<file path="config.mk">
export PLATFORM = sky130hd
export DESIGN_NAME = reset_seq_flat
export DESIGN_NICKNAME = d
export VERILOG_FILES = /design/src/rtl/reset_seq_if.sv /design/src/rtl/reset_seq.sv /design/src/flat_wrapper.sv
export SDC_FILE = /design/constraint.sdc
export NUM_CORES = 1
export LEC_CHECK = 0
export BUFFER_PORTS_ARGS = -buffer_cell sky130_fd_sc_hd__clkbuf_2
export CAP_MARGIN = 20
export CORE_MARGIN = 8
export CORE_UTILIZATION = 35
export CTS_CLUSTER_SIZE = 28
export DETAILED_ROUTE_END_ITERATION = 8
export GPL_TIMING_DRIVEN = 0
export PLACE_DENSITY = 0.53
export SYNTH_ARGS = -nofsm -noshare
export SYNTH_HDL_FRONTEND = slang
export SYNTH_SLANG_ARGS = --single-unit
</file>
<file path="constraint.sdc">
create_clock -name clk_100 -period 3.18 [get_ports clk_100]
set_input_delay 0.477 -clock clk_100 [delete_from_list [all_inputs] [get_ports clk_100]]
set_output_delay 0.477 -clock clk_100 [all_outputs]
set_load 0.03 [all_outputs]
</file>
<file path="src/rtl/reset_seq_if.sv">
// ----------------------------------------------------------------------------
// reset_seq_if
// Bundles the bring-up sequencer's handshake and status signals.
//
//   rst_req          soft bring-up restart request (level)
//   sdram_init_done  SDRAM controller init complete (asynchronous)
//   cam_cfg_done     camera configuration complete (asynchronous)
//   sdram_rst_n      active-low reset to the SDRAM controller
//   cam_rst_n        active-low reset to the camera path
//   disp_rst_n       active-low reset to the display path
//   sys_ready        high only while the system is running
//   fault            high only in the terminal fault state
//   retry_cnt        number of failed bring-ups (saturating)
//   state            current sequencer state encoding
//
// master: the side that raises requests/done flags and observes status.
// slave : the sequencer itself.
// ----------------------------------------------------------------------------
interface reset_seq_if;
    logic       rst_req;
    logic       sdram_init_done;
    logic       cam_cfg_done;
    logic       sdram_rst_n;
    logic       cam_rst_n;
    logic       disp_rst_n;
    logic       sys_ready;
    logic       fault;
    logic [1:0] retry_cnt;
    logic [2:0] state;

    modport master (
        output rst_req, sdram_init_done, cam_cfg_done,
        input  sdram_rst_n, cam_rst_n, disp_rst_n, sys_ready, fault,
               retry_cnt, state
    );

    modport slave (
        input  rst_req, sdram_init_done, cam_cfg_done,
        output sdram_rst_n, cam_rst_n, disp_rst_n, sys_ready, fault,
               retry_cnt, state
    );
endinterface

</file>
<file path="src/rtl/reset_seq.sv">
// ----------------------------------------------------------------------------
// reset_seq
// Board-level power-up / reset sequencer. Holds every downstream block in
// reset, waits for power to settle, then releases SDRAM, camera and display
// resets in order, each gated by the previous stage's init-done handshake.
// A stage that never reports done (or a done flag that drops while running)
// costs one retry; after MAX_RETRY failures the sequencer parks in FAULT.
//
// Ports:
//   clk_100  100 MHz system clock
//   rst_n    synchronous active-low reset
//   bus      reset_seq_if.slave: rst_req, done inputs, reset/status outputs
//
// State encoding: HOLD=0 PWR=1 SDRAM=2 CAM=3 DISP=4 RUN=5 FAULT=6.
// ----------------------------------------------------------------------------
module reset_seq #(
    parameter int HOLD_CYC  = 100,
    parameter int PWR_WAIT  = 20000,
    parameter int TIMEOUT   = 1000000,
    parameter int MAX_RETRY = 3,
    parameter int DISP_WAIT = 16
) (
    input  logic        clk_100,
    input  logic        rst_n,
    reset_seq_if.slave  bus
);

    typedef enum logic [2:0] {
        ST_HOLD  = 3'd0,
        ST_PWR   = 3'd1,
        ST_SDRAM = 3'd2,
        ST_CAM   = 3'd3,
        ST_DISP  = 3'd4,
        ST_RUN   = 3'd5,
        ST_FAULT = 3'd6
    } state_t;

    // Terminal counts: the counter starts at 0 on entry, so N cycles end at N-1.
    localparam logic [31:0] HOLD_LAST = 32'(HOLD_CYC - 1);
    localparam logic [31:0] PWR_LAST  = 32'(PWR_WAIT - 1);
    localparam logic [31:0] TO_LAST   = 32'(TIMEOUT - 1);
    localparam logic [31:0] DISP_LAST = 32'(DISP_WAIT - 1);
    localparam logic [1:0]  RETRY_MAX = 2'(MAX_RETRY);

    // Output pattern {sdram_rst_n, cam_rst_n, disp_rst_n, sys_ready, fault}
    function automatic logic [4:0] out_decode(input state_t st);
        logic [4:0] pat;
        case (st)
            ST_HOLD:  pat = 5'b00000;
            ST_PWR:   pat = 5'b00000;
            ST_SDRAM: pat = 5'b10000;
            ST_CAM:   pat = 5'b11000;
            ST_DISP:  pat = 5'b11100;
            ST_RUN:   pat = 5'b11110;
            ST_FAULT: pat = 5'b00001;
            default:  pat = 5'b00000;
        endcase
        return pat;
    endfunction

    state_t      state_r;
    state_t      state_nxt_s;
    logic [31:0] cnt_r;
    logic        cnt_clr_s;
    logic [1:0]  retry_r;
    logic [1:0]  retry_nxt_s;
    logic [1:0]  retry_inc_s;
    logic        retry_take_s;
    logic        sd_meta_r;
    logic        sd_sync_r;
    logic        cam_meta_r;
    logic        cam_sync_r;
    logic [4:0]  out_nxt_s;
    logic [4:0]  out_r;

    // Two-flop synchronizers for the asynchronous done flags
    always_ff @(posedge clk_100) begin
        if (!rst_n) begin
            sd_meta_r  <= 1'b0;
            sd_sync_r  <= 1'b0;
            cam_meta_r <= 1'b0;
            cam_sync_r <= 1'b0;
        end else begin
            sd_meta_r  <= bus.sdram_init_done;
            sd_sync_r  <= sd_meta_r;
            cam_meta_r <= bus.cam_cfg_done;
            cam_sync_r <= cam_meta_r;
        end
    end

    // Saturating increment; FAULT is entered at the saturation value anyway
    assign retry_inc_s = (retry_r == RETRY_MAX) ? retry_r : (retry_r + 2'd1);

    // Next-state and retry bookkeeping
    always_comb begin
        state_nxt_s  = state_r;
        retry_nxt_s  = retry_r;
        retry_take_s = 1'b0;
        if (bus.rst_req) begin
            state_nxt_s = ST_HOLD;
            retry_nxt_s = 2'd0;
        end else begin
            case (state_r)
                ST_HOLD: begin
                    if (cnt_r == HOLD_LAST) state_nxt_s = ST_PWR;
                    else                    state_nxt_s = ST_HOLD;
                end
                ST_PWR: begin
                    if (cnt_r == PWR_LAST) state_nxt_s = ST_SDRAM;
                    else                   state_nxt_s = ST_PWR;
                end
                ST_SDRAM: begin
                    // done wins over a timeout landing on the same cycle
                    if (sd_sync_r)              state_nxt_s  = ST_CAM;
                    else if (cnt_r == TO_LAST)  retry_take_s = 1'b1;
                    else                        state_nxt_s  = ST_SDRAM;
                end
                ST_CAM: begin
                    if (cam_sync_r)             state_nxt_s  = ST_DISP;
                    else if (cnt_r == TO_LAST)  retry_take_s = 1'b1;
                    else                        state_nxt_s  = ST_CAM;
                end
                ST_DISP: begin
                    if (cnt_r == DISP_LAST) state_nxt_s = ST_RUN;
                    else                    state_nxt_s = ST_DISP;
                end
                ST_RUN: begin
                    if (!sd_sync_r || !cam_sync_r) retry_take_s = 1'b1;
                    else                           state_nxt_s  = ST_RUN;
                end
                ST_FAULT: begin
                    state_nxt_s = ST_FAULT;
                end
                default: begin
                    state_nxt_s = ST_HOLD;
                end
            endcase

            if (retry_take_s) begin
                retry_nxt_s = retry_inc_s;
                if (retry_inc_s == RETRY_MAX) state_nxt_s = ST_FAULT;
                else                          state_nxt_s = ST_HOLD;
            end else begin
                retry_nxt_s = retry_r;
            end
        end
    end

    // A restart request re-enters HOLD even from HOLD, so it also clears the count
    assign cnt_clr_s = bus.rst_req | (state_nxt_s != state_r);
    assign out_nxt_s = out_decode(state_nxt_s);

    // State, counter, retry count and outputs all update on the same edge
    always_ff @(posedge clk_100) begin
        if (!rst_n) begin
            state_r <= ST_HOLD;
            cnt_r   <= 32'd0;
            retry_r <= 2'd0;
            out_r   <= 5'b00000;
        end else begin
            state_r <= state_nxt_s;
            cnt_r   <= cnt_clr_s ? 32'd0 : (cnt_r + 32'd1);
            retry_r <= retry_nxt_s;
            out_r   <= out_nxt_s;
        end
    end

    assign bus.sdram_rst_n = out_r[4];
    assign bus.cam_rst_n   = out_r[3];
    assign bus.disp_rst_n  = out_r[2];
    assign bus.sys_ready   = out_r[1];
    assign bus.fault       = out_r[0];
    assign bus.retry_cnt   = retry_r;
    assign bus.state       = state_r;

endmodule

</file>
<file path="src/flat_wrapper.sv">
// flat-port wrapper written by rule: the top's interface ports become plain ports
module reset_seq_flat 
#(
    parameter int HOLD_CYC  = 100,
    parameter int PWR_WAIT  = 20000,
    parameter int TIMEOUT   = 1000000,
    parameter int MAX_RETRY = 3,
    parameter int DISP_WAIT = 16
)
  (clk_100, rst_n, bus_rst_req, bus_sdram_init_done, bus_cam_cfg_done, bus_sdram_rst_n, bus_cam_rst_n, bus_disp_rst_n, bus_sys_ready, bus_fault, bus_retry_cnt, bus_state);
  reset_seq_if bus_i ();
  input  logic clk_100;
  input  logic rst_n;
  input wire logic [$bits(bus_i.rst_req)-1:0] bus_rst_req;
  input wire logic [$bits(bus_i.sdram_init_done)-1:0] bus_sdram_init_done;
  input wire logic [$bits(bus_i.cam_cfg_done)-1:0] bus_cam_cfg_done;
  output wire logic [$bits(bus_i.sdram_rst_n)-1:0] bus_sdram_rst_n;
  output wire logic [$bits(bus_i.cam_rst_n)-1:0] bus_cam_rst_n;
  output wire logic [$bits(bus_i.disp_rst_n)-1:0] bus_disp_rst_n;
  output wire logic [$bits(bus_i.sys_ready)-1:0] bus_sys_ready;
  output wire logic [$bits(bus_i.fault)-1:0] bus_fault;
  output wire logic [$bits(bus_i.retry_cnt)-1:0] bus_retry_cnt;
  output wire logic [$bits(bus_i.state)-1:0] bus_state;
  assign bus_i.rst_req = bus_rst_req;
  assign bus_i.sdram_init_done = bus_sdram_init_done;
  assign bus_i.cam_cfg_done = bus_cam_cfg_done;
  assign bus_sdram_rst_n = bus_i.sdram_rst_n;
  assign bus_cam_rst_n = bus_i.cam_rst_n;
  assign bus_disp_rst_n = bus_i.disp_rst_n;
  assign bus_sys_ready = bus_i.sys_ready;
  assign bus_fault = bus_i.fault;
  assign bus_retry_cnt = bus_i.retry_cnt;
  assign bus_state = bus_i.state;
  reset_seq #(.HOLD_CYC(HOLD_CYC), .PWR_WAIT(PWR_WAIT), .TIMEOUT(TIMEOUT), .MAX_RETRY(MAX_RETRY), .DISP_WAIT(DISP_WAIT)) u_core (.clk_100(clk_100), .rst_n(rst_n), .bus(bus_i));
endmodule
</file>
# Word-level counts from Yosys, hierarchy flattened
# Index checks and enable logic that the tools add are counted.
[word_totals]
elab_cells = 56
input_bits = 5
out_inout_bits = 10
ff_bits = 46
[classes]
reduce_logical = 6
bitwise = 2
addsub = 2
n_eq_ne = 18
muxes = 20
[op_table]
columns = ["cell", "n"]
rows = [
  ["adder 32 x 1 -> 32 bit (second input constant)", 1],
  ["equality test 32 x 15 -> 1 bit (second input constant)", 1],
  ["equality test 32 x 20 -> 1 bit (second input constant)", 1],
  ["equality test 32 x 4 -> 1 bit (second input constant)", 1],
  ["equality test 32 x 7 -> 1 bit (second input constant)", 1],
  ["case mux 5 bit (5 select lines)", 1],
  ["2-to-1 mux 3 bit", 8],
  ["case mux 3 bit (7 select lines)", 1],
  ["equality test 3 bit (second input constant)", 6],
  ["equality test 3 x 2 -> 1 bit (second input constant)", 4],
  ["2-to-1 mux 1 bit", 7],
  ["equality test 2 bit (second input constant)", 2],
  ["2-to-1 mux 2 bit", 2],
  ["OR reduction 2 bit", 2],
  ["equality test 3 x 1 -> 1 bit (second input constant)", 1],
  ["logical NOT 3 bit", 1],
  ["inequality test 3 bit", 1],
  ["case mux 1 bit (3 select lines)", 1],
  ["adder 2 x 1 -> 2 bit (second input constant)", 1],
  ["logical NOT 1 bit", 2],
  ["logical OR 1 bit", 1],
  ["NOT 1 bit", 1],
  ["bitwise OR 1 bit", 1],
]

# Depth between registers and ports, before layout
[depth]
depth_word = 10
mapped_depth = 8
mapped_depth_nobuf = 7

# Least setup slack after synthesis
# No wires, ideal clock.
[synth_path]
kind = "register to register"
from = "register u_core.state_r[0], in the netlist u_core.bus.state[0]"
to = "register u_core.cnt_r[10]"
synth_period_minus_slack_ns = 2.220
arrival_time_ns = 2.088
path_slack_ns = 0.960
setup_time_ns = 0.132
stages_incl_launch_ff = 9
n_path_buf = 2
t_required_ns = 3.048
cell_sequence = "dfxtp_1 -> buf_2 -> nand2b_1 -> nand4_1 -> nor3_1 -> nand4_1 -> a31oi_1 -> clkbuf_1 -> nor3_1"
[synth_via]
elab_chain_cells = 8
elab_cells_between_ends = 20
cone_classes = "7 x eq/ne; 10 x mux; 1 x bitwise; 2 x reduce/logical"
[synth_rtl]
columns = ["item", "line_no", "source"]
rows = [
  ["start, declared", "reset_seq.sv:61", "state_t state_r;"],
  ["start signal, assigned", "reset_seq.sv:161", "state_r <= state_nxt_s;"],
  ["equality test 3 bit, or another cell as far along", "reset_seq.sv:103", "case (state_r)"],
  ["case mux 1 bit (3 select lines), or another cell as far along", "reset_seq.sv:103", ""],
  ["2-to-1 mux 1 bit or case mux 3 bit (7 select lines) (tied branches)", "reset_seq.sv:99, reset_seq.sv:103", ""],
  ["2-to-1 mux 3 bit", "reset_seq.sv:139", "if (retry_take_s) begin"],
  ["2-to-1 mux 3 bit", "reset_seq.sv:99", "if (bus.rst_req) begin"],
  ["inequality test 3 bit (*)", "reset_seq.sv:150", "assign cnt_clr_s = bus.rst_req | (state_nxt_s != state_r);"],
  ["bitwise OR 1 bit (*)", "reset_seq.sv:150", ""],
  ["OR reduction 2 bit (no source line) (*)", "--", ""],
  ["end signal, assigned", "reset_seq.sv:162", "cnt_r <= cnt_clr_s ? 32'd0 : (cnt_r + 32'd1);"],
  ["end, declared", "reset_seq.sv:63", "logic [31:0] cnt_r;"],
]
# Mark *: on every way between the ends. The rest lies on a longest branch, timed or not. The select of a mux whose other input is x is not followed.
# A chain may end at the register's enable or synchronous reset.

# Final worst setup path
[layout_path]
from = "register u_core.cnt_r[0]"
to = "register u_core.cnt_r[12]"
[layout_via]
elab_chain_cells = 10
elab_cells_between_ends = 23
cone_classes = "1 x add/sub; 5 x eq/ne; 15 x mux; 1 x bitwise; 1 x reduce/logical"
[layout_rtl]
columns = ["item", "line_no"]
rows = [
  ["equality test 32 x 20 -> 1 bit", "reset_seq.sv:115, reset_seq.sv:120"],
  ["2-to-1 mux 1 bit", "reset_seq.sv:115, reset_seq.sv:120"],
  ["2-to-1 mux 1 bit, on equally long branches", "reset_seq.sv:119, reset_seq.sv:114"],
  ["case mux 1 bit (3 select lines)", "reset_seq.sv:103"],
  ["2-to-1 mux 1 bit", "reset_seq.sv:99"],
  ["2-to-1 mux 3 bit", "reset_seq.sv:139"],
  ["2-to-1 mux 3 bit", "reset_seq.sv:99"],
  ["inequality test 3 bit", "reset_seq.sv:150"],
  ["bitwise OR 1 bit", "reset_seq.sv:150"],
  ["OR reduction 2 bit (no source line)", "--"],
]
# Parallel ways exist; a longest one is shown, timed or not. The select of a mux whose other input is x is not followed.

==> run summary <==
WORST SETUP PATH
--------------------------------------------------------------------------------------------------
R2R depth                                                                                        8
Worst r2r src                                                                         u_core.cnt_r[0]
Most used cell along the critical path                                                sky130_fd_sc_hd__nor3_1
CP Capture Type                                                                          flip-flop
Type of origin of the critical path                                                      flip-flop
Peak per-stage delay on the critical path                                                  0.58 ns
Kind of critical path                                                                      reg2reg
Reg-to-Reg End                                                                        u_core.cnt_r[12]
CP required                                                                                3.34 ns
Worst setup path startpoint                                                           u_core.cnt_r[0]
Slowest cell on the critical path                                                     sky130_fd_sc_hd__a31oi_1
Data arrival time of the critical path                                                     2.83 ns
Critical Path, Cell by Cell                                                           ha_1 > and4_2 > nand4b_1 > nor3_1 > nand4_1 > a31oi_1 > clkbuf_1 > nor3_1
Worst-path fanout max                                                                           10
Worst-case register-to-register setup slack                                                0.51 ns

DRT
--------------------------------------------------------------------------------------------------
Total length of routed wires                                                               5410 um
WL per Instance                                                                            14.8 um
Detailed Route Iter0 Violations                                                                 83
Via density per instance                                                                      5.41
Number of antenna-violating nets in the routed design                                            0
Remaining routing DRC violations                                                                 0
Total iterations of the first detailed-routing run                                               4
Via count of the routed design                                                                1973

CTS
--------------------------------------------------------------------------------------------------
Post-CTS Setup Repair Bufs                                                                       0
Post-CTS Hold Buffers                                                                            0
Clock latency of the later-clocked register in the worst-skew pair                         0.30 ns
Total number of H-tree levels                                                                    2
Cts bufs inserted                                                                                5
Library cell used as clock root buffer                                                sky130_fd_sc_hd__clkbuf_8
Clock sinks                                                                                     46
# resized after CTS                                                                              0
Clock transition time at the flip-flop clock pins of the worst setup and hold paths        0.09 ns
Number of buffers between clock root and the deepest sink                                        2
Clock tree from TritonCTS                                                                    built

LOGIC SYNTHESIS
--------------------------------------------------------------------------------------------------
Number of flops mapped to enable cells by yosys                                                  0
Cell accounting for the most synthesized area                                         sky130_fd_sc_hd__dfxtp_1
Syn avg cell area                                                                       8.88 sq um
Top-area cell type share of the netlist area                                                 39.3%
Primary flip-flop cell chosen by synthesis mapping                                    sky130_fd_sc_hd__dfxtp_1
Main area contributors after synthesis                                                sky130_fd_sc_hd__dfxtp_1 39%, sky130_fd_sc_hd__xor2_1 8.2%, sky130_fd_sc_hd__nor4_2 4.8%
Netlist area before placement                                                         0.00234 sq mm
Library cells used by synthesis                                                                 48
Top cells by instance count after synthesis                                           46 x sky130_fd_sc_hd__dfxtp_1, 22 x sky130_fd_sc_hd__nand2_1, 22 x sky130_fd_sc_hd__xor2_1
Fraction of registers with async set or reset after synthesis                                   0%
Sequential share of the synthesized area                                                     39.3%
Synth warnings                                                                                   0
Top-count cell post-synth                                                             sky130_fd_sc_hd__dfxtp_1
Post-Syn Nets                                                                                  270
Register bit total from synthesis                                                               46
Gate count after technology mapping                                                            264

GRT
--------------------------------------------------------------------------------------------------
Global routing's busiest layer                                                                met2
Number of antenna violations at the first check in global routing                                0
GR met2 Demand/Resource                                                                      18.3%
Number of global-route vias before repair                                                     1876
Met1 track demand over resource                                                              15.3%
Routing usage on met3                                                                        3.13%
Largest net degree at the start of global routing                                               14
Combined global-route utilization of all metal layers                                        11.7%
Leftover overflow at the end of global routing                                                   0
Wire length of the first global-routing pass                                               9240 um

WORST HOLD PATH
--------------------------------------------------------------------------------------------------
Number of cells on the worst hold path                                                           2
Min-delay worst type                                                                        in2reg
Beginning of the worst hold path                                                      bus_cam_cfg_done
WHS Endpoint                                                                          u_core.cam_meta_r

DIE
--------------------------------------------------------------------------------------------------
Die height                                                                                 97.9 um
Placeable core area                                                                   0.00664 sq mm
Width of the chip                                                                          97.9 um
Die area                                                                              0.00957 sq mm
Placement Rows                                                                                  30
Number of primary I/O pins                                                                      15
Effective utilization at floorplan                                                           35.3%

PWR
--------------------------------------------------------------------------------------------------
Highest ir drop seen on vdd                                                             0.000179 V
Leak                                                                                   0.000874 uW
Total power divided by cell area                                                       367 mW/mm^2

PLACEMENT
--------------------------------------------------------------------------------------------------
Number of buffers inserted by port buffering                                                    14
Cell area after placement                                                             0.00251 sq mm
Half-perimeter wire length of the detailed placement result                                3960 um
Final RePlAce weighted congestion                                                            0.848

STA
--------------------------------------------------------------------------------------------------
Minimum period implied by the final worst setup slack                                      2.67 ns
Final count of negative-setup-slack endpoints                                                    0
Slew at the pin closest to its max-slew limit                                             0.802 ns
Maximum clock skew at final layout                                                       0.0130 ns
Final clock period utilization by the worst path                                             84.0%
Setup repair after global routing missed its margin                                          false
Fmax achieved                                                                            0.374 GHz
Slew Viols, Final                                                                                0
Max-slew headroom at the worst pin                                                           46.1%
Setup total negative slack                                                                    0 ns
Number of hold violations in the final report                                                    0

FINAL LAYOUT
--------------------------------------------------------------------------------------------------
Share of post-route cells with drive strength above 1                                        16.8%
Final layout net count                                                                         291
Final design instance area without fill                                               0.00259 sq mm
Syn-to-layout area delta                                                                     10.6%
Number of inserted diodes                                                                        0

RUN
--------------------------------------------------------------------------------------------------
Maxcap violations                                                                                0

STATUS
--------------------------------------------------------------------------------------------------
Outcome                                                                               finished, final reports clean

-- cells by family (layout without fill, tap and decap cells) --
kind of cell / count (synthesis) / in the layout / synth area share [%]
AOI/OAI and AO/OA: 24 / 24 / 7.31
xor gates and xnor gates: 31 / 31 / 11.6
adders and majority gates: 1 / 1 / 0.534
buffers and inverters: 17 / 38 / 3.74
DFF: 46 / 46 / 39.3
and+or+nand+nor: 145 / 145 / 37.6
-- registers in the layout, summed over array words and instances (netlist names) --
register	count
u_core.bus.retry_cnt	2
u_core.bus.state	3
u_core.cam_meta_r	1
u_core.cam_sync_r	1
u_core.cnt_r	32
u_core.out_r	5
u_core.sd_meta_r	1
u_core.sd_sync_r	1
-- layer usage --
layer	up-vias	wire, um
met5	-	0
met2	33	2430
met4	0	40
li1	1007	-
met1	927	2730
met3	6	211
-- placed cells by master, fill, tap and decap left out, types with 3 or more instances in the layout --
master | synthesis | final
sky130_fd_sc_hd__a21oi_1 | 5 | 5
sky130_fd_sc_hd__and2_1 | 5 | 5
sky130_fd_sc_hd__and3_1 | 4 | 4
sky130_fd_sc_hd__and4_1 | 4 | 4
sky130_fd_sc_hd__buf_2 | 4 | 4
sky130_fd_sc_hd__clkbuf_2 | 0 | 14
sky130_fd_sc_hd__clkbuf_8 | 0 | 5
sky130_fd_sc_hd__dfxtp_1 | 46 | 46
sky130_fd_sc_hd__inv_1 | 8 | 8
sky130_fd_sc_hd__nand2_1 | 22 | 22
sky130_fd_sc_hd__nand2b_1 | 4 | 4
sky130_fd_sc_hd__nand3_1 | 15 | 15
sky130_fd_sc_hd__nand3b_1 | 3 | 3
sky130_fd_sc_hd__nand4_1 | 10 | 10
sky130_fd_sc_hd__nor2_1 | 17 | 17
sky130_fd_sc_hd__nor3_1 | 20 | 20
sky130_fd_sc_hd__nor4_1 | 13 | 13
sky130_fd_sc_hd__nor4_2 | 9 | 9
sky130_fd_sc_hd__o21ai_0 | 6 | 6
sky130_fd_sc_hd__xnor2_1 | 9 | 9
sky130_fd_sc_hd__xor2_1 | 22 | 22
-- worst max-delay path, delay by kind of cell, from the launching register on --
kind | cells | cell delay (ns)
simple gates | 5 | 0.80
compound gates | 1 | 0.58
buf+inv | 1 | 0.45
flops | 1 | 0.41
fa+ha+maj | 1 | 0.29
-- how the worst max path moves through the flow --
stage	to	slack, ns	depth (start not counted)
after floorplan	u_core.cnt_r[10]	0.96	8
after global placement	u_core.cnt_r[12]	0.46	8
after detailed placement	u_core.cnt_r[12]	0.49	8
after CTS	u_core.cnt_r[12]	0.47	8
after global routing	u_core.cnt_r[15]	0.15	8
final	u_core.cnt_r[12]	0.51	8
-- stage by stage --
step | hold slack [ns] | power [uW] | setup slack, ns | instances | util (%)
final | 0.374 | 952 | 0.510 | 365 | 39.0
after global routing | 0.378 | 993 | 0.149 | 365 | 39.0
after CTS | 0.371 | 967 | 0.474 | 365 | 39.0
after detailed placement | 0.422 | 620 | 0.491 | 358 | 37.9
after global placement | 0.419 | 620 | 0.459 | 358 | 37.9
after floorplan | 0.412 | 610 | 0.960 | 264 | -
-- power by group --
| group | switching (uW) | internal (uW) |
|---|---|---|
| sequential | 2.48 | 579 |
| combinational | 15.9 | 9.17 |
| clock | 198 | 148 |
| total | 216 | 736 |
-- layout make-up --
class,instances,area [sq um]
clock inverter,2,10.0
sequential,46,921
tap,80,100
timing repair buffer,14,70.1
inverter,8,30.0
multi-input combinational,201,1340
clock buffer,5,68.8
buffer,9,57.6
fill,703,4050
(Power assumes the default switching activity.)
